===== src/rtl/imem_loader_if.sv =====
// Byte-stream and instruction-memory write bus of imem_loader.
// The slave modport is the loader; the master modport is the byte source and monitor side.
interface imem_loader_if;
    logic        in_valid;
    logic [7:0]  in_data;
    logic        in_ready;
    logic        im_we;
    logic [7:0]  im_addr;
    logic [31:0] im_wdata;
    logic        start;
    logic        busy;
    logic        done;
    logic        err;
    logic [7:0]  words_loaded;

    modport slave (
        input  in_valid, in_data,
        output in_ready, im_we, im_addr, im_wdata, start, busy, done, err, words_loaded
    );

    modport master (
        output in_valid, in_data,
        input  in_ready, im_we, im_addr, im_wdata, start, busy, done, err, words_loaded
    );
endinterface


===== src/rtl/imem_loader.sv =====
// Length-prefixed big-endian byte-stream loader for the instruction memory; pulses start when done.
// Optional trailing XOR checksum byte enabled by defining IMEM_LOADER_CHECKSUM_EN.
module imem_loader #(
    parameter logic [7:0] BASE_ADDR = 8'd100,
    parameter logic [7:0] ADDR_STEP = 8'd4
) (
    input  logic          clk,
    input  logic          rst_n,
    imem_loader_if.slave  bus
);

    typedef enum logic [2:0] {StIdle, StData, StWrite, StEnd, StStart} state_e;

    state_e      state_q, state_d;
    logic [7:0]  n_q;
    logic [1:0]  cnt_q;
    logic [31:0] word_q;
    logic [7:0]  addr_q;
    logic [7:0]  wl_q;
    logic        done_q;
    logic        err_q;
    logic [7:0]  addr_out_q;
    logic [31:0] wdata_out_q;
`ifdef IMEM_LOADER_CHECKSUM_EN
    logic [7:0]  csum_q;
`endif

    logic ready;
    logic xfer;
    logic we;
    logic start;

    always_ff @(posedge clk or negedge rst_n) begin
        if (!rst_n) begin
            state_q <= StIdle;
        end else begin
            state_q <= state_d;
        end
    end

    always_comb begin
        state_d = state_q;
        ready   = 1'b0;
        we      = 1'b0;
        start   = 1'b0;
        case (state_q)
            StIdle:  ready = 1'b1;
            StData:  ready = 1'b1;
            StWrite: we    = 1'b1;
`ifdef IMEM_LOADER_CHECKSUM_EN
            StEnd:   ready = 1'b1;
`else
            StEnd:   start = 1'b1;
`endif
            StStart: start = 1'b1;
            default: ;
        endcase
        // Nothing is accepted while reset is held.
        ready = ready & rst_n;
        xfer  = ready & bus.in_valid;

        case (state_q)
            StIdle: begin
                if (xfer) state_d = (bus.in_data == 8'd0) ? StEnd : StData;
            end
            StData: begin
                if (xfer && cnt_q == 2'd3) state_d = StWrite;
            end
            StWrite: begin
                state_d = ((wl_q + 8'd1) == n_q) ? StEnd : StData;
            end
            StEnd: begin
`ifdef IMEM_LOADER_CHECKSUM_EN
                if (xfer) state_d = (bus.in_data == csum_q) ? StStart : StIdle;
`else
                state_d = StIdle;
`endif
            end
            StStart: state_d = StIdle;
            default: state_d = StIdle;
        endcase
    end

    always_ff @(posedge clk or negedge rst_n) begin
        if (!rst_n) begin
            n_q         <= 8'd0;
            cnt_q       <= 2'd0;
            word_q      <= 32'd0;
            addr_q      <= 8'd0;
            wl_q        <= 8'd0;
            done_q      <= 1'b0;
            err_q       <= 1'b0;
            addr_out_q  <= 8'd0;
            wdata_out_q <= 32'd0;
`ifdef IMEM_LOADER_CHECKSUM_EN
            csum_q      <= 8'd0;
`endif
        end else begin
            case (state_q)
                StIdle: begin
                    if (xfer) begin
                        n_q    <= bus.in_data;
                        cnt_q  <= 2'd0;
                        addr_q <= BASE_ADDR;
                        wl_q   <= 8'd0;
                        done_q <= 1'b0;
                        err_q  <= 1'b0;
`ifdef IMEM_LOADER_CHECKSUM_EN
                        csum_q <= 8'd0;
`endif
                    end
                end
                StData: begin
                    if (xfer) begin
                        word_q <= {word_q[23:0], bus.in_data};
                        cnt_q  <= cnt_q + 2'd1;
`ifdef IMEM_LOADER_CHECKSUM_EN
                        csum_q <= csum_q ^ bus.in_data;
`endif
                        // Output registers only move on a write so they hold between strobes.
                        if (cnt_q == 2'd3) begin
                            addr_out_q  <= addr_q;
                            wdata_out_q <= {word_q[23:0], bus.in_data};
                        end
                    end
                end
                StWrite: begin
                    wl_q   <= wl_q + 8'd1;
                    addr_q <= addr_q + ADDR_STEP;
                end
`ifdef IMEM_LOADER_CHECKSUM_EN
                StEnd: begin
                    if (xfer && bus.in_data != csum_q) err_q <= 1'b1;
                end
`endif
                default: ;
            endcase
            if (start) done_q <= 1'b1;
        end
    end

    assign bus.in_ready     = ready;
    assign bus.im_we        = we;
    assign bus.im_addr      = addr_out_q;
    assign bus.im_wdata     = wdata_out_q;
    assign bus.start        = start;
    assign bus.busy         = (state_q != StIdle);
    assign bus.done         = done_q;
    assign bus.err          = err_q;
    assign bus.words_loaded = wl_q;

endmodule

===== src/flat_wrapper.sv =====
// flat-port wrapper written by rule: the top's interface ports become plain ports
module imem_loader_flat 
#(
    parameter logic [7:0] BASE_ADDR = 8'd100,
    parameter logic [7:0] ADDR_STEP = 8'd4
)
  (clk, rst_n, bus_in_valid, bus_in_data, bus_in_ready, bus_im_we, bus_im_addr, bus_im_wdata, bus_start, bus_busy, bus_done, bus_err, bus_words_loaded);
  imem_loader_if bus_i ();
  input  logic clk;
  input  logic rst_n;
  input wire logic [$bits(bus_i.in_valid)-1:0] bus_in_valid;
  input wire logic [$bits(bus_i.in_data)-1:0] bus_in_data;
  output wire logic [$bits(bus_i.in_ready)-1:0] bus_in_ready;
  output wire logic [$bits(bus_i.im_we)-1:0] bus_im_we;
  output wire logic [$bits(bus_i.im_addr)-1:0] bus_im_addr;
  output wire logic [$bits(bus_i.im_wdata)-1:0] bus_im_wdata;
  output wire logic [$bits(bus_i.start)-1:0] bus_start;
  output wire logic [$bits(bus_i.busy)-1:0] bus_busy;
  output wire logic [$bits(bus_i.done)-1:0] bus_done;
  output wire logic [$bits(bus_i.err)-1:0] bus_err;
  output wire logic [$bits(bus_i.words_loaded)-1:0] bus_words_loaded;
  assign bus_i.in_valid = bus_in_valid;
  assign bus_i.in_data = bus_in_data;
  assign bus_in_ready = bus_i.in_ready;
  assign bus_im_we = bus_i.im_we;
  assign bus_im_addr = bus_i.im_addr;
  assign bus_im_wdata = bus_i.im_wdata;
  assign bus_start = bus_i.start;
  assign bus_busy = bus_i.busy;
  assign bus_done = bus_i.done;
  assign bus_err = bus_i.err;
  assign bus_words_loaded = bus_i.words_loaded;
  imem_loader #(.BASE_ADDR(BASE_ADDR), .ADDR_STEP(ADDR_STEP)) u_core (.clk(clk), .rst_n(rst_n), .bus(bus_i));
endmodule

===== config.mk =====
export PLATFORM = sky130hd
export DESIGN_NAME = imem_loader_flat
export DESIGN_NICKNAME = d
export VERILOG_FILES = /design/src/rtl/imem_loader_if.sv /design/src/rtl/imem_loader.sv /design/src/flat_wrapper.sv
export SDC_FILE = /design/constraint.sdc
export NUM_CORES = 1
export LEC_CHECK = 0
export CAP_MARGIN = 30
export CORE_AREA = 5 5 104 106
export CTS_CLUSTER_DIAMETER = 40
export DETAILED_ROUTE_END_ITERATION = 10
export DIE_AREA = 0 0 109 111
export PLACE_DENSITY = 0.71
export SLEW_MARGIN = 10
export SYNTH_ARGS = -nofsm -noshare
export SYNTH_HDL_FRONTEND = slang
export SYNTH_SLANG_ARGS = --single-unit

===== constraint.sdc =====
create_clock -name clk -period 4.45 [get_ports clk]
set_input_delay 0.6675 -clock clk [delete_from_list [all_inputs] [get_ports clk]]
set_output_delay 0.6675 -clock clk [all_outputs]
set_load 0.02 [all_outputs]

==> impl_metrics.py, run 1 <==
metrics = {
    "status": {
        "run_status": "complete, no violations",
    },
    "global_routing": {
        "globalRoute.totalOverflow": 0,
        "grt_pass1_wl_mm": 12.8,
        "grt_start_max_net_pins": 58,
        "grt_antenna_before_repair": 0,
        "first_global_vias": 2467,
        "globalRouteTotalUtil_pct": 13.5,
    },
    "clock_tree": {
        "worst_skew_pair_later_pin_latency_ps": 360,
        "cts.repair.resized": 0,
        "cts-htree-levels": 3,
        "cts_tree": "done",
        "cts_sinks": 89,
        "clkTransAtPathRegs_ps": 100,
        "ctsLongestPathBuffers": 2,
        "cts_hold_buffers": 0,
        "cts-root-buf": "sky130_fd_sc_hd__clkbuf_8",
        "cts_post_setup_buffers_inserted": 0,
        "cts_inserted_buffers": 9,
    },
    "route": {
        "final_antenna_violating_net_count": 0,
        "via_count": 2371,
        "drt-total-wl_mm": 7.59,
        "via_per_inst": 4.91,
        "drt_pre_antenna_iters": 4,
        "drtIter0Drc": 103,
        "detail_route.wl_per_cell_um": 15.7,
        "detail_route.drc_violations": 0,
    },
    "setup_path": {
        "critPathSlowestCell": "sky130_fd_sc_hd__clkdlybuf4s50_1",
        "path_class": "reg2out",
        "timing.critical_path.max_delay_family": "buffers and inverters",
        "r2r.worst_path.cells": 7,
        "worst-path-buf-inv": 2,
        "critical_path.startpoint_type": "flip-flop",
        "worst-endpoint-required_ps": 3780,
        "crit_path_cell_trace": "inv_1, ha_1, o21a_1, clkdlybuf4s50_1",
        "r2r_slack_ps": 2020,
        "critPathMaxFanout": 8,
        "critPathMaxStageDelay_ps": 600,
        "worstSetupEndpointType": "primary output",
        "crit_arrival_ps": 1970,
        "regToRegEndpoint": "u_core.bus.words_loaded[1]",
        "rr_startpoint": "u_core.state_q[0]",
    },
    "timing": {
        "skew_ps": 13.2,
        "min_period_ps": 2630,
        "layout_setup_ws_ps": 1820,
        "timing.hold.ws_ps": 254,
        "setup_violation_total_in_the_final_timing_report": 0,
        "max_freq_mhz": 380,
        "grt_setup_unrepaired": "no",
        "max_slew_margin_pct": 52.7,
        "tightest_slew_ps": 709,
        "layout_worst_path_cycle_share_pct": 59.2,
        "fin_tns_setup_ps": 0,
        "finalMaxSlewViolations": 0,
        "final_hold_viol_count": 0,
    },
    "floorplan": {
        "die_width_um": 109,
        "die_h_um": 111,
        "num_io_pins": 65,
        "core_area_mm2": 0.00968,
        "initial_core_util_pct": 39.4,
        "die-area_mm2": 0.0121,
        "std_cell_rows": 36,
    },
    "finish": {
        "fillers": 868,
        "area_growth_syn_to_layout_pct": 23.6,
        "nets": 363,
        "drive_above_1_share_pct": 26.0,
        "cell_area_after_layout_mm2": 0.00472,
        "antennaDiodeCount": 0,
        "sequential_area_mm2": 0.00223,
        "final_cell_mix": "sky130_fd_sc_hd__dfrtp_1 (89), sky130_fd_sc_hd__mux2_2 (61), sky130_fd_sc_hd__clkdlybuf4s50_1 (60)",
        "multi_input_comb_area_mm2": 0.00149,
        "layout_commonest_cell": "sky130_fd_sc_hd__dfrtp_1",
    },
    "yosys": {
        "synth_area_per_cell_um2": 13.6,
        "synth_top_family_by_area": "multiplexers",
        "syn_area_mm2": 0.00382,
        "synthesized_area_fraction_occupied_by_adder_cells_pct": 2.30,
        "synthDominantAreaCellType": "sky130_fd_sc_hd__dfrtp_1",
        "ys_async_sr_fraction_pct": 100,
        "yosysWarningCount": 0,
        "synth_compound_gate_area_share_pct": 4.92,
        "synth-seq-area-share_pct": 58.4,
        "synth_top_flop_cell": "sky130_fd_sc_hd__dfrtp_1",
        "yosys-mux-area-fraction_pct": 21.4,
        "synth_simple_gate_area_share_pct": 5.90,
        "synthCells": 280,
        "synth_cell_types": 33,
        "synth.top_cell.area_share_pct": 58.4,
        "synth_enable_flop_cells": 0,
        "post_synth_main_area_contributors": "sky130_fd_sc_hd__dfrtp_1 (58%), sky130_fd_sc_hd__mux2_2 (18%), sky130_fd_sc_hd__mux2_4 (3.1%)",
        "post_synth_xor_area_fraction_pct": 4.13,
        "ys_ff_latch": 89,
    },
    "pwr": {
        "leakagePower_nw": 2.16,
        "total_power_consumption_of_the_routed_design_mw": 2.76,
        "max-vdd-ir-drop_mv": 0.234,
        "power_density_mw_per_mm2": 584,
    },
    "placed_design": {
        "hpwl_mm": 5.34,
        "gp_congestion": 0.776,
        "place_ws_ps": 1660,
        "numPortBuffers": 61,
        "cell_area_reported_after_detailed_placement_mm2": 0.00454,
    },
    "worst_hold_path": {
        "min-delay-path-class": "in2async",
    },
    "job": {
        "drv_cap": 0,
    },
}
power breakdown:
part           leakage [nW]  total [mW]  internal [mW]  switching (mW)
Clock                0.0852       0.512          0.210           0.302
Sequential             1.16        1.28           1.09           0.191
Combinational         0.918       0.967          0.518           0.450
Total                  2.16        2.76           1.81           0.943
worst max path at each step:
| stage | cells past startpoint | startpoint | endpoint | slack [ps] |
|---|---|---|---|---|
| 4_1_cts | 4 | u_core.state_q[1] | bus_in_ready | 1810 |
| 2_1_floorplan | 8 | u_core.state_q[0] | u_core.addr_q[7] | 2670 |
| 3_5_place_dp | 6 | bus_in_valid | u_core.bus.words_loaded[1] | 1660 |
| 5_1_grt | 4 | u_core.state_q[1] | bus_in_ready | 1730 |
| 3_3_place_gp | 6 | bus_in_valid | u_core.addr_q[5] | 1630 |
| 6_report | 4 | u_core.state_q[0] | bus_in_ready | 1820 |
flip-flops by register name, summed over array words and instances, names as in the netlist:
register / count
u_core.bus.im_wdata: 32
u_core.word_q: 24
u_core.bus.words_loaded: 8
u_core.n_q: 8
u_core.addr_q: 6
u_core.bus.im_addr: 6
u_core.cnt_q: 2
u_core.state_q: 2
u_core.bus.done: 1
layout make-up:
class                           instances  area share, %
Timing Repair Buffer                   64           13.5
Tap cell                              133           3.53
Multi-Input combinational cell        174           31.5
Clock buffer                           10           2.70
Inverter                                7          0.557
Sequential cell                        89           47.2
Clock inverter                          6           1.03
synth_stat cells (2+ instances only):
cell type,count
sky130_fd_sc_hd__clkbuf_1,2
sky130_fd_sc_hd__dfrtp_1,89
sky130_fd_sc_hd__buf_2,4
sky130_fd_sc_hd__xor2_1,9
sky130_fd_sc_hd__and3_1,6
sky130_fd_sc_hd__nor3_1,2
sky130_fd_sc_hd__nor2_1,6
sky130_fd_sc_hd__ha_1,7
sky130_fd_sc_hd__inv_1,7
sky130_fd_sc_hd__nand3_1,8
sky130_fd_sc_hd__nand4_1,3
sky130_fd_sc_hd__xnor2_1,9
sky130_fd_sc_hd__buf_6,3
sky130_fd_sc_hd__nand2_1,15
sky130_fd_sc_hd__mux2_2,61
sky130_fd_sc_hd__mux2_4,8
sky130_fd_sc_hd__o31ai_1,2
sky130_fd_sc_hd__buf_4,3
sky130_fd_sc_hd__a22o_1,2
sky130_fd_sc_hd__o211ai_1,2
sky130_fd_sc_hd__o21ai_0,20
worst reg2reg max path: cells and delay by family (launching register included):
| family | cells | cell delay, ps |
|---|---|---|
| AO/OA/AOI/OAI | 2 | 640 |
| adder cells (fa/ha/maj) | 1 | 340 |
| buffers and inverters | 3 | 460 |
| flip-flops | 1 | 410 |
| AND/OR/NAND/NOR | 1 | 480 |
cells by family after synthesis:
| group | count (synthesis) |
|---|---|
| flops | 89 |
| mux | 70 |
| simple gates | 45 |
| compound gates | 31 |
| buf+inv | 19 |
| xor+xnor | 18 |
| fa+ha+maj | 7 |
| other cells | 1 |
metrics by stage:
step	instances	utilization, %
after floorplan	282	-
after global placement	465	46.7
after detailed placement	467	46.9
after CTS	483	48.7
after global routing	483	48.7
final	483	48.7
metal layers:
| layer | track usage [%] | part of all wire [%] | up-vias |
|---|---|---|---|
| li1 | - | - | 1113 |
| met1 | 18.4 | 46 | 1203 |
| met2 | 20.6 | 48 | 45 |
| met3 | 2.97 | 4.6 | 10 |
| met4 | 5.56 | 1.3 | 0 |
| met5 | 0 | 0 | - |
(Power assumes the default switching activity.)
==> inputs of run 2 (changes only) <==
Settings changed: PLACE_DENSITY 0.71 to 0.74.
Clock period 4.45 ns to 2.3 ns, I/O delays scaled along.
==> run 2 against run 1 <==
  * First-iteration DRC count decreased by 15%
  * Global-route usage rose by 0.65 points
  * Flip-flop and latch count stayed put
==> impl_metrics.py, run 2 (synthesized netlist as in run 1, its figures left out) <==
metrics = {
    "global_routing": {
        "met2_usage_pct": 21.8,
        "met3_usage_pct": 3.38,
        "grt_antenna_before_repair": 0,
        "grt_start_max_net_pins": 40,
        "globalRouteTotalUtil_pct": 14.1,
        "globalRouteMet1Util_pct": 18.7,
        "globalRoute.totalOverflow": 0,
        "first_global_vias": 2665,
        "grt_pass1_wl_mm": 13.5,
        "grt-busiest-layer": "met2",
    },
    "pwr": {
        "leakagePower_nw": 2.24,
        "max-vdd-ir-drop_mv": 0.564,
        "power_density_mw_per_mm2": 1130,
    },
    "clock_tree": {
        "cts_sinks": 89,
        "worst_skew_pair_later_pin_latency_ps": 360,
        "cts_inserted_buffers": 9,
        "cts-root-buf": "sky130_fd_sc_hd__clkbuf_8",
        "clkTransAtPathRegs_ps": 90,
        "cts_tree": "done",
        "cts_post_setup_buffers_inserted": 0,
        "ctsLongestPathBuffers": 2,
        "cts-htree-levels": 3,
    },
    "setup_path": {
        "crit_path_cell_trace": "inv_1, ha_1, buf_4, clkdlybuf4s50_1",
        "critical_path.startpoint_type": "flip-flop",
        "worstSetupEndpointType": "primary output",
        "worst-endpoint-required_ps": 1960,
        "timing.critical_path.max_delay_family": "buffers and inverters",
        "path_class": "reg2out",
        "rr_startpoint": "u_core.state_q[0]",
        "r2r.worst_path.cells": 7,
        "setup.worst_path.start": "u_core.state_q[0]",
        "critPathSlowestCell": "sky130_fd_sc_hd__clkdlybuf4s50_1",
        "critPathMaxStageDelay_ps": 610,
        "crit_arrival_ps": 1830,
        "critical_path_cell_count": 4,
        "critPathMaxFanout": 7,
        "worst-path-buf-inv": 3,
    },
    "floorplan": {
        "die_width_um": 109,
        "std_cell_rows": 36,
        "num_io_pins": 65,
        "die-area_mm2": 0.0121,
        "initial_core_util_pct": 39.4,
        "die_h_um": 111,
        "core_area_mm2": 0.00968,
    },
    "timing": {
        "fin_tns_setup_ps": 0,
        "tightest_slew_ps": 658,
        "timing.hold.ws_ps": 497,
        "setup_violation_total_in_the_final_timing_report": 0,
        "final_hold_viol_count": 0,
        "finalMaxSlewViolations": 0,
        "max_slew_margin_pct": 55.7,
        "min_period_ps": 2170,
        "max_freq_mhz": 461,
        "layout_worst_path_cycle_share_pct": 94.4,
        "grt_setup_unrepaired": "no",
        "skew_ps": 9.69,
    },
    "worst_hold_path": {
        "min-delay-path-class": "reg2reg",
        "hold_depth": 2,
        "min_from": "u_core.bus.im_addr[3]",
    },
    "route": {
        "drtIter0Drc": 88,
        "drt-total-wl_mm": 7.80,
        "final_antenna_violating_net_count": 0,
        "via_count": 2418,
        "drt_pre_antenna_iters": 4,
        "detail_route.drc_violations": 0,
        "via_per_inst": 4.90,
        "detail_route.wl_per_cell_um": 15.8,
    },
    "finish": {
        "final_cell_mix": "sky130_fd_sc_hd__dfrtp_1 (89), sky130_fd_sc_hd__mux2_2 (61), sky130_fd_sc_hd__clkdlybuf4s50_1 (59)",
        "layout_commonest_cell": "sky130_fd_sc_hd__dfrtp_1",
        "largest_register_ffs": 32,
        "drive_above_1_share_pct": 28.1,
        "layoutNonFillerInstCount": 493,
        "area_growth_syn_to_layout_pct": 27.1,
        "cell_area_after_layout_mm2": 0.00485,
        "antennaDiodeCount": 0,
        "nets": 373,
    },
    "placed_design": {
        "cell_area_reported_after_detailed_placement_mm2": 0.00462,
        "dpl.cell_count": 475,
        "gp_congestion": 0.838,
        "hpwl_mm": 5.57,
        "numPortBuffers": 61,
    },
    "job": {
        "drv_cap": 0,
    },
    "status": {
        "run_status": "complete, no violations",
    },
}
==> run 2: cell count changes in the layout (fill, tap and decap cells not counted), moves of 2 or more <==
cell / before / now
sky130_fd_sc_hd__clkinv_4: 0 / 2
sky130_fd_sc_hd__buf_12: 0 / 2
sky130_fd_sc_hd__ha_1: 7 / 5
sky130_fd_sc_hd__ha_2: 0 / 2
sky130_fd_sc_hd__dlygate4sd3_1: 0 / 2
sky130_fd_sc_hd__buf_4: 2 / 10
==> run 2: layout make-up <==
cell class                 count  area [µm²]
tap                          133         166
multi-input combinational    174        1490
inverter                       7        26.3
sequential                    89        2230
timing repair buffer          74         738
clock inverter                 6        75.1
clock buffer                  10         128
fill                         863        4830
==> run 2: power by group <==
part / internal (mW) / switching [mW]
Clock: 0.518 / 0.577
Combinational: 1.03 / 0.878
Sequential: 2.10 / 0.383
==> run 2: routing by layer <==
metal  share of wire (%)  wire length (µm)
met1                  45              3500
met3                 5.1               400
met5                   0                 0
met4                 1.6               122
met2                  48              3780
==> run 2: path summary, 6_finish.rpt <==
path | to | slack (ps)
max in group asynchronous | u_core.bus.words_loaded[3] | 850
worst max register to register | u_core.bus.words_loaded[1] | 370
worst max-delay path | bus_im_we | 130
worst min-delay path | u_core.bus.im_addr[3] | 500
min in group asynchronous | u_core.addr_q[4] | 550
worst min register to register | u_core.bus.im_addr[3] | 500
==> run 2: per-stage QoR <==
stage          setup slack (ps)  total power, mW  util [%]
3_3_place_gp                363             4.36      47.7
2_1_floorplan               519             3.63         -
5_1_grt                    45.4             5.85      50.1
3_5_place_dp                298             4.43      47.7
6_report                    129             5.49      50.1
4_1_cts                    10.2             5.54      50.1
==> run 2: worst min-delay path: cells and delay by family (launching register included) <==
family,cells,cell delay (ps)
AO/OA/AOI/OAI,1,60
flip-flops,1,350
AND/OR/NAND/NOR,1,50
==> run 2: timing repair <==
action,in CTS,in global routing
setup endpoints to repair,1,1
hold buffers,2,0
resized for setup,1,2
pin swaps,0,0
hold endpoints to repair,10,0
cloned,0,0
==> inputs of run 3 (changes only) <==
Settings changed: CELL_PAD_IN_SITES_DETAIL_PLACEMENT set to 0, CELL_PAD_IN_SITES_GLOBAL_PLACEMENT set to 1, CORE_AREA 5 5 104 106 to 5 5 105 107, DIE_AREA 0 0 109 111 to 0 0 110 112, PLACE_DENSITY 0.74 to 0.84, SKIP_LAST_GASP set to 1.
==> run 3 against run 2 <==
  * Largest power group unchanged
  * Power increased by 3.6%
  * Largest cell class unchanged
  * Sequential share of layout area is 0.49 points lower
  * Routed wire length decreased by 1.2%
==> impl_metrics.py, run 3 (synthesized netlist as in run 1, its figures left out) <==
metrics = {
    "route": {
        "drtIter0Drc": 94,
        "drt-total-wl_mm": 7.71,
        "via_per_inst": 4.81,
        "via_count": 2374,
        "detail_route.drc_violations": 0,
        "final_antenna_violating_net_count": 0,
        "drt_pre_antenna_iters": 4,
        "detail_route.wl_per_cell_um": 15.6,
    },
    "clock_tree": {
        "ctsLongestPathBuffers": 2,
        "cts_tree": "done",
        "clkTransAtPathRegs_ps": 80,
        "worst_skew_pair_later_pin_latency_ps": 350,
        "cts_sinks": 89,
        "cts_post_setup_buffers_inserted": 0,
        "cts_inserted_buffers": 9,
        "cts-htree-levels": 3,
        "cts-root-buf": "sky130_fd_sc_hd__clkbuf_8",
    },
    "timing": {
        "min_period_ps": 2260,
        "timing.hold.ws_ps": 490,
        "grt_setup_unrepaired": "yes",
        "layout_worst_path_cycle_share_pct": 98.1,
        "skew_ps": 6.15,
        "max_freq_mhz": 443,
        "final_hold_viol_count": 0,
        "max_slew_margin_pct": 49.6,
        "setup_violation_total_in_the_final_timing_report": 0,
        "layout_setup_ws_ps": 44.2,
        "finalMaxSlewViolations": 0,
        "tightest_slew_ps": 748,
    },
    "pwr": {
        "internal_power_mw": 3.90,
        "sequentialPowerShare_pct": 43.5,
        "power_density_mw_per_mm2": 1160,
        "switching_portion_of_total_power_pct": 31.4,
        "share_clk_of_total_power_pct": 22.3,
        "net-switching-power_mw": 1.79,
        "power.combinational.fraction_pct": 34.2,
        "max-vdd-ir-drop_mv": 0.583,
        "leakagePower_nw": 2.26,
    },
    "setup_path": {
        "crit_path_end": "bus_im_we",
        "critical_path.startpoint_type": "flip-flop",
        "rr_startpoint": "u_core.state_q[0]",
        "crit_arrival_ps": 1910,
        "critical_path_cell_count": 4,
        "setup.worst_path.start": "u_core.state_q[0]",
        "r2r_slack_ps": 220,
        "critPathSlowestCell": "sky130_fd_sc_hd__clkdlybuf4s50_1",
        "regToRegEndpoint": "u_core.bus.words_loaded[1]",
        "crit_path_cell_trace": "inv_1, ha_1, buf_4, clkdlybuf4s50_1",
        "worst-endpoint-required_ps": 1960,
        "worst-path-buf-inv": 3,
        "path_class": "reg2out",
        "critPathMaxStageDelay_ps": 620,
        "timing.critical_path.max_delay_family": "buffers and inverters",
        "worstSetupEndpointType": "primary output",
        "critPathMaxFanout": 7,
        "r2r.worst_path.cells": 7,
    },
    "floorplan": {
        "die_width_um": 110,
        "num_io_pins": 65,
        "std_cell_rows": 37,
        "die-area_mm2": 0.0123,
        "initial_core_util_pct": 38.0,
        "die_h_um": 112,
        "core_area_mm2": 0.0100,
    },
    "finish": {
        "final_cell_mix": "sky130_fd_sc_hd__dfrtp_1 (89), sky130_fd_sc_hd__mux2_2 (61), sky130_fd_sc_hd__clkdlybuf4s50_1 (59)",
        "layout_commonest_cell": "sky130_fd_sc_hd__dfrtp_1",
        "fillers": 902,
        "drive_above_1_share_pct": 27.9,
        "cell_area_after_layout_mm2": 0.00490,
        "antennaDiodeCount": 0,
        "nets": 372,
        "post-route-util_pct": 48.8,
        "largest_register_ffs": 32,
        "area_growth_syn_to_layout_pct": 28.5,
    },
    "worst_hold_path": {
        "hold_depth": 2,
        "min-delay-path-class": "reg2reg",
    },
    "global_routing": {
        "grt_start_max_net_pins": 77,
        "met3_usage_pct": 3.83,
        "globalRouteTotalUtil_pct": 13.1,
        "globalRouteMet1Util_pct": 16.8,
        "first_global_vias": 2458,
        "globalRoute.totalOverflow": 0,
        "grt-busiest-layer": "met2",
        "met2_usage_pct": 21.3,
        "grt_antenna_before_repair": 0,
        "grt_pass1_wl_mm": 12.7,
    },
    "placed_design": {
        "numPortBuffers": 61,
        "place_ws_ps": 191,
        "hpwl_mm": 5.54,
        "cell_area_reported_after_detailed_placement_mm2": 0.00460,
        "gp_congestion": 0.853,
    },
    "job": {
        "drv_cap": 0,
    },
    "status": {
        "run_status": "complete, no violations",
    },
}
-- run 3: how the worst min path moves through the flow --
stage                          startpoint                     to  slack [ps]
floorplan                           rst_n       u_core.addr_q[2]          50
global placement                    rst_n       u_core.addr_q[6]         230
detailed placement                  rst_n       u_core.addr_q[6]         230
CTS                                 rst_n  u_core.bus.im_addr[6]         340
global route        u_core.bus.im_addr[3]  u_core.bus.im_addr[3]         520
finish              u_core.bus.im_addr[3]  u_core.bus.im_addr[3]         490
-- run 3: layer usage --
| layer | share of wire, % | up-vias | wire length [µm] |
|---|---|---|---|
| li1 | - | 1123 | - |
| met1 | 42 | 1181 | 3250 |
| met2 | 51 | 61 | 3970 |
| met3 | 5.2 | 9 | 404 |
| met4 | 1.2 | 0 | 90 |
| met5 | 0 | - | 0 |
-- run 3: area by class of cell --
class / instances / area (µm²) / area share (%)
clock buffer: 10 / 138 / 2.81
tap: 136 / 170 / 3.47
clock inverter: 5 / 104 / 2.12
inverter: 7 / 26.3 / 0.536
multi-input combinational: 174 / 1500 / 30.6
sequential: 89 / 2230 / 45.4
timing repair buffer: 73 / 738 / 15.1
-- run 3: what timing repair did --
action,in CTS,in global routing
endpoints found under the hold margin,13,9
hold buffers,1,1
setup endpoints to repair,1,1
gates resized for setup,1,3
-- run 3: stage by stage --
step                instances  TNS (ps)  power (mW)
finish                    494         0        5.68
global route              494     -18.1        6.03
CTS                       492         0        5.73
detailed placement        476         0        4.43
global placement          476         0        4.35
floorplan                 282         0        3.63
-- run 3: worst min-delay path, stage by stage, from the launching register on --
cell and delay (ps):
sky130_fd_sc_hd__dfrtp_1 350, sky130_fd_sc_hd__nand2_1 50, sky130_fd_sc_hd__o21ai_0 60
-- run 3: power by group through the flow --
stage,combinational (mW),sequential [mW],clock [mW]
2_1_floorplan,1.00,2.63,0
3_3_place_gp,1.87,2.48,0
3_5_place_dp,1.92,2.51,0
4_1_cts,1.94,2.48,1.31
5_1_grt,2.12,2.55,1.36
6_report,1.95,2.47,1.27
==> variant: new RTL, config.mk and constraints of run 2 <==
Reset style: synchronous (`rst_n`), changed in 2 clocked blocks.
--- a/src/rtl/imem_loader.sv
+++ b/src/rtl/imem_loader.sv
@@ -31,5 +31,5 @@
     logic start;
 
-    always_ff @(posedge clk or negedge rst_n) begin
+    always_ff @(posedge clk) begin
         if (!rst_n) begin
             state_q <= StIdle;
@@ -82,5 +82,5 @@
     end
 
-    always_ff @(posedge clk or negedge rst_n) begin
+    always_ff @(posedge clk) begin
         if (!rst_n) begin
             n_q         <= 8'd0;
Function: differs if rst_n is asserted again (counterexample within 4 cycles, from zero or initial values and one cycle with rst_n low); with rst_n held inactive, the same outputs for 10 cycles.
==> variant against run 2 <==
Die area did not move. Register-to-register slack got worse by 0.06 ns. Critical path depth fell by 1. Via count rose by 33%. Sequential cell count did not move. Area after synthesis rose by 1.9%. Cell area fell by 0.88%. Routed wire length rose by 12%. Non-clock buffer count rose by 1. Synthesized cell count rose by 65%. First-iteration DRC count rose by 86%. Setup slack got worse by 0.028 ns. Critical endpoint unchanged.
Power is not compared: it rests on default switching activity, and its combinational part moved more than twofold at a synthesized area within 25%.
==> variant: results (changes against run 2) <==
Status
  • Status: complete, no violations

Global route
  • GRT Overall Usage: 15.0% (+0.90 points)
  • Number of global-route vias before repair: 3179 (+19%)
  • Grt total ovfl: 0 (unchanged)
  • Global-route wire length before repair: 14900 um (+10%)
  • Initial antenna violation count: 0 (unchanged)
  • Largest net degree at the start of global routing: 74 (+85%)

Synth
  • Ys async rst share: 0% (-100 points)
  • Synth Area per Inst: 8.42 um^2 (-38%)
  • Complex-gate fraction of the synthesized area: 21.1% (+16 points)
  • Top post-synthesis cells by count: nand2_1 (144), dfxtp_1 (89), a21boi_0 (51)
  • Synth unique cells: 48 (+45%)
  • Synth Area in XOR/XNOR: 2.03% (-2.1 points)
  • Post-synthesis adder-cell area fraction: 2.57% (+0.28 points)
  • Seq/Total Area, Yosys: 45.8% (-13 points)
  • Mux share of post-synthesis cell area: 1.35% (-20 points)
  • Top cells by area, synth: dfxtp_1 (46%), nand2_1 (14%), a21boi_0 (9.8%), a21boi_1 (4.1%), ha_1 (2.6%)
  • Top_reg_cell synth: dfxtp_1

Worst setup path
  • R2R Setup Slk: 0.31 ns (-0.06 ns)
  • Reg2Reg Depth: 8 (+1)
  • CP Max Fanout: 15 (+8)
  • R2R Path End: u_core.state_q[1]
  • Worst r2r src: u_core.state_q[0]
  • Worst Path Arrival: 1.85 ns (+0.02 ns)

Detailed routing
  • Met2 wire length: 4080 um (+8.0%)
  • DRT iter0 DRCs: 164 (+86%)
  • Final wirelength: 8740 um (+12%)
  • WL met3: 426 um (+6.5%)
  • M1 WL: 4090 um (+17%)
  • Wirelength per Cell: 13.4 um (-15%)

Min path
  • Hold_sp: rst_n
  • Hold path endpoint: u_core.bus.done
  • Worst hold path class: input port to flip-flop

Pwr
  • Maximum VDD drop: 0.311 mV

Layout
  • # nets final: 533 (+43%)
  • Fillers: 920 (+6.6%)
  • Layout cell share with drive strength beyond 1: 7.14% (-21 points)

Timing
  • Worst slew pin tran: 0.596 ns (-0.0623 ns)
  • Clk_skew: 0.0118 ns (+0.00212 ns)
  • Worst-case hold slack: 0.313 ns (-0.184 ns)

Place
  • Placed insts: 636 (+34%)
  • Placed wire-length estimate: 6100 um (+9.6%)
  • Placer Congestion: 0.785 (-6.3%)
  • Place WS: 0.291 ns (-0.00721 ns)
variant: cell types whose count changed in the layout (fill, tap and decap cells not counted), sizes merged, moves of 4 or more:
| cell | delta |
|---|---|
| dfxtp | +89 |
| nor2b | +11 |
| nand2 | +128 |
| and2 | +4 |
| dfrtp | -89 |
| a21oi | +4 |
| a22oi | +4 |
| nand3 | +8 |
| xor2 | -6 |
| a21boi | +71 |
| o21ai | -9 |
| mux2 | -67 |
variant: layout make-up:
class                      count  area (um^2)  share of cell area (%)
multi-input combinational    334         1920                    40.0
sequential                    89         1780                    37.0
timing repair buffer          75          726                    15.1
tap                          133          166                    3.46
clock buffer                   9          124                    2.58
clock inverter                 6         68.8                    1.43
inverter                       5         18.8                   0.390
variant: worst max-delay path by stage:
stage                                          start                 to  slack (ns)  depth (start not counted)
after floorplan           u_core.bus.words_loaded[0]  u_core.state_q[1]        0.47                          5
after global placement             u_core.state_q[0]          bus_im_we        0.33                          3
after detailed placement           u_core.state_q[0]          bus_im_we        0.29                          3
after CTS                          u_core.state_q[1]       bus_in_ready        0.05                          4
after global routing               u_core.state_q[0]          bus_im_we       0.002                          3
final                              u_core.state_q[0]          bus_im_we        0.10                          3
variant: routing by layer:
metal,global-route usage (%),vias to the layer above
li1,-,1643
met4,5.89,0
met5,0,-
met3,4.37,9
met2,23.9,67
met1,18.9,1488
variant: power breakdown:
part	switching, mW	leakage [nW]	internal, mW
Combinational	0.429	0.808	0.279
Clock	0.558	0.0957	0.502
Sequential	0.0740	0.719	1.61
Total	1.06	1.62	2.39
variant: worst max-delay path, cell delays in order (launching register included):
cell and delay [ns]:
dfxtp_1 0.35, inv_1 0.11, ha_2 0.38, clkdlybuf4s50_1 0.67
variant: per-stage QoR:
step,instance area [um^2],power (mW)
after floorplan,3900,2.19
after global placement,4610,2.40
after detailed placement,4610,2.43
after CTS,4800,3.49
after global routing,4810,3.64
final,4810,3.45
variant: kinds of logic after synthesis:
family / Yosys count
DFF: 89
AOI/OAI and AO/OA: 111
other: 1
and+or+nand+nor: 198
buffers and inverters: 41
muxes: 5
xor gates and xnor gates: 9
adders and majority gates: 8
variant: what timing repair did:
action	in CTS	in global routing
setup buffers	0	0
resized for setup	1	2
hold buffers	0	0
endpoints found under the setup margin	1	2
